===== src/rtl/deserializer_fsm.sv =====
// deserializer_fsm: collects LSB-first serial bits into a LENGTH-bit word.
//   i_clk        : clock, all state changes on rising edge
//   i_rst        : synchronous active-high reset (wins over i_en)
//   i_en         : clock enable, low freezes everything
//   i_din        : serial data bit
//   i_din_valid  : i_din carries a valid bit
//   o_ready      : a serial bit can be accepted this cycle
//   ov_dout      : last completed parallel word
//   o_dout_valid : ov_dout holds an unconsumed word
//   i_ready      : downstream takes ov_dout this cycle
module deserializer_fsm #(
  parameter int LENGTH = 32
) (
  input  logic              i_clk,
  input  logic              i_rst,
  input  logic              i_en,
  input  logic              i_din,
  input  logic              i_din_valid,
  output logic              o_ready,
  output logic [LENGTH-1:0] ov_dout,
  output logic              o_dout_valid,
  input  logic              i_ready
);

  localparam int CW = (LENGTH > 1) ? $clog2(LENGTH) : 1;

  typedef enum logic [1:0] {IDLE, SHIFT, FULL} state_t;

  state_t            r_state, w_next;
  logic [CW-1:0]     r_cnt;
  logic [LENGTH-1:0] r_shreg;
  logic [LENGTH-1:0] r_dout;
  logic [LENGTH-1:0] w_word;
  logic              w_bit_xfer;
  logic              w_word_xfer;
  logic              w_last;

  // Handshake outputs come straight from the state register.
  assign o_ready      = (r_state != FULL);
  assign o_dout_valid = (r_state == FULL);
  assign ov_dout      = r_dout;

  assign w_bit_xfer  = i_en & i_din_valid & o_ready;
  assign w_word_xfer = i_en & o_dout_valid & i_ready;
  assign w_last      = (r_cnt == CW'(LENGTH - 1));

  // Partial word with the incoming bit dropped into its slot; on the last
  // bit this is the complete word, so it loads ov_dout directly.
  always_comb begin
    w_word        = r_shreg;
    w_word[r_cnt] = i_din;
  end

  always_comb begin
    w_next = r_state;
    case (r_state)
      IDLE:    if (w_bit_xfer) w_next = SHIFT;
      SHIFT:   if (w_bit_xfer && w_last) w_next = FULL;
      FULL:    if (w_word_xfer) w_next = IDLE;
      default: w_next = IDLE;
    endcase
  end

  always_ff @(posedge i_clk) begin
    if (i_rst) begin
      r_state <= IDLE;
    end else if (i_en) begin
      r_state <= w_next;
    end
  end

  always_ff @(posedge i_clk) begin
    if (i_rst) begin
      r_cnt   <= '0;
      r_shreg <= '0;
      r_dout  <= '0;
    end else if (w_bit_xfer) begin
      if (w_last) begin
        r_dout  <= w_word;
        r_cnt   <= '0;
        r_shreg <= '0;
      end else begin
        r_shreg <= w_word;
        r_cnt   <= r_cnt + 1'b1;
      end
    end
  end

endmodule

===== config.mk =====
export PLATFORM = sky130hd
export DESIGN_NAME = deserializer_fsm
export DESIGN_NICKNAME = d
export VERILOG_FILES = /design/src/rtl/deserializer_fsm.sv
export SDC_FILE = /design/constraint.sdc
export NUM_CORES = 1
export LEC_CHECK = 0
export ABC_AREA = 0
export BUFFER_PORTS_ARGS = -buffer_cell sky130_fd_sc_hd__buf_2
export CELL_PAD_IN_SITES_DETAIL_PLACEMENT = 2
export CELL_PAD_IN_SITES_GLOBAL_PLACEMENT = 2
export CORE_MARGIN = 1.5
export CORE_UTILIZATION = 30
export DETAILED_ROUTE_END_ITERATION = 10
export PLACE_DENSITY_LB_ADDON = 0.05
export RECOVER_POWER = 50
export SKIP_CTS_REPAIR_TIMING = 1
export SLEW_MARGIN = 20
export SYNTH_ARGS = -nofsm -noshare
export SYNTH_HDL_FRONTEND = slang
export SYNTH_SLANG_ARGS = --single-unit

===== constraint.sdc =====
create_clock -name i_clk -period 3.2 [get_ports i_clk]
set_clock_uncertainty 0.05 [all_clocks]
set_input_delay 0.64 -clock i_clk [delete_from_list [all_inputs] [get_ports i_clk]]
set_output_delay 0.64 -clock i_clk [all_outputs]
set_load 0.05 [all_outputs]

==> run_results.csv <==
group,metric,value,unit
status,outcome,"finished clean",
power,fin_total_pwr,1840,uW
job,maxCapViolations,0,
clock_network,root_buffer,"clkbuf_8",
power,powerDensity,526,mW/mm^2
route,m1WireLength,3820,um
yosys,synth_area_leaders,"dfxtp_1 46%, o2bb2ai_1 18%, mux2i_1 10%",
route,wl_per_cell,18.0,um
sta,rsz0062_at_grt,"false",
placement,dp.cells,419,
placement,place.gp.congestion,0.687,
sta,hold_violations,0,
sta,fin_crit_sh,0.822,
route,num_vias,2303,
die,fp-row-count,36,
global_routing,grt_pass1_vias,2372,
placement,io_buffers,39,
clock_network,cts_tree,"built",
route,drc,0,
sta,slew-limit-headroom,0.353,
placement,dp_slack,0.860,ns
clock_network,clockBufferDepth,2,
yosys,synth.ff_latch_count,71,
global_routing,grt_start_max_net_pins,36,
worst_setup_path,worstSetupPathType,"flip-flop to primary output",
finish,seq_area,0.00142,sq mm
finish,mostFrequentLayoutCell,"dfxtp_1",
route,antenna_left,0,
yosys,synth_cell_type_count,33,
route,drtIter0Drc,64,
sta,post-route-min-period,2.63,ns
die,coreArea,0.00986,sq mm
worst_setup_path,end_kind,"primary output",
yosys,syn_nets,282,
yosys,synth_seq_area_share,0.463,
finish,areaGrowthSynthToFinish,13.9,%
clock_network,cts_buffers,9,
die,die_w,104,um
die,die-area,0.0109,sq mm
clock_network,htree_levels,3,
finish,multi_input_area,0.00145,sq mm
route,dr_wl_met3,214,um
route,postRouteWirelength,7790,um
yosys,ys.warnings.count,0,
die,die_y,104,um
clock_network,clkSinkCount,71,
sta,setup_ws,0.569,ns
yosys,yosys.area.top_type,"dfxtp_1",
worst_setup_path,arrival,1.94,ns
global_routing,track_usage,0.148,
route,wl_met2,3640,um
global_routing,grt-ovfl-total,0,
sta,setup_viol_count_final,0,
worst_setup_path,crit_path_start_kind,"flip-flop",
worst_hold_path,min-delay-path-class,"flip-flop to flip-flop",
global_routing,antenna_found_initial,0,
route,via_per_inst,5.31,
placement,dp_hpwl,4710,um
sta,timing.setup.tns,0,ns
worst_setup_path,worstPathMaxFanout,11,
route,drtPass1Iterations,4,
finish,finalNetCount,308,
finish,drive_gt1_frac,0.110,
die,initial_core_util,0.312,
yosys,netlist.area_leader.share,0.463,
finish,final_cell_mix,"71 x dfxtp_1, 64 x o2bb2ai_1, 33 x clkbuf_1",
route,highest_layer,"met4",
sta,max_slew.worst_pin.slew,0.970,ns
yosys,syn_area,0.00307,sq mm
yosys,avgSynthCellArea,11.3,sq um
sta,fmax,0.380,GHz
power,leakagePower,0.00115,uW
yosys,synthCells,271,
clock_network,clk_pin_slew_worst_paths,0.08,ns
worst_setup_path,required,2.51,ns
finish,fin_util,0.355,
die,pin_count,40,
clock_network,clk_latency,0.34,ns
finish,n_fill_cell,1067,
finish,final_cell_count_no_fill,434,
sta,final_max_slew_viol_count,0,
global_routing,grt_pass1_wl,12700,um
finish,diodes,0,
power,ir_drop,0.220,mV
## cell families after synthesis
family	after synthesis	synth area share
flip-flops	71	0.463
adder cells (fa/ha/maj)	5	0.0204
AND/OR/NAND/NOR	49	0.132
buffers and inverters	34	0.0627
multiplexers	32	0.104
AO/OA/AOI/OAI	80	0.219
## layer usage
layer	track usage	up-vias
met5	0	-
met2	0.241	32
met1	0.190	1152
met3	0.0294	10
li1	-	1109
met4	0.0625	0
## synth_stat cells
cell,number
o31ai_1,2
nand4b_1,13
or4_1,3
o21a_1,1
nor4b_1,4
inv_4,1
clkbuf_1,9
ha_1,5
a31oi_4,1
buf_4,2
mux2i_1,32
nand4_1,4
or4_4,1
nand2_2,1
and4bb_2,1
a21oi_1,6
a31o_1,1
inv_1,3
nor3_1,1
nand3_1,3
dfxtp_1,71
o2bb2ai_1,64
nand3b_1,1
buf_6,5
o21ai_0,4
and2_1,1
nor2b_4,1
a21oi_2,1
and3_1,2
nand2_1,1
buf_2,14
nor2_1,1
nor4bb_1,11
## cell type report
type                       count  share of cell area
clock buffer                  10              0.0393
sequential                    71               0.406
clock inverter                 5              0.0304
inverter                       4             0.00501
tap                          133              0.0476
multi-input combinational    166               0.415
timing repair buffer          45              0.0568
## where the power goes
part	leakage [uW]	total, uW	internal [uW]	switching, uW
clock network	0.000119	885	536	349
logic	0.000461	67.1	18.1	49.0
registers	0.000572	889	886	3.16
## final timing paths
check	startpoint	endpoint	slack, ns	cells after the start
min	r_shreg[16]	r_shreg[16]	0.41	1
min reg2reg	r_shreg[16]	r_shreg[16]	0.41	1
max	r_state[1]	o_dout_valid	0.57	2
max reg2reg	r_state[1]	ov_dout[3]	0.87	4
## flip-flops by register name (all words and copies together), names as in the netlist
name and flops:
r_cnt 5, r_shreg 32, ov_dout 32, r_state 2
## critical path: stages (launching register included)
cell and delay [ns]:
dfxtp_1 0.37, nor2b_1 0.69, clkbuf_1 0.54
## per-stage QoR
stage,hold WS [ns],area [sq um]
after floorplan,0.382,3070
after detailed placement,0.391,3300
after global routing,0.431,3500
after global placement,0.388,3300
after CTS,0.418,3550
final,0.414,3500
Note: power is estimated with default switching activity, not from simulation.
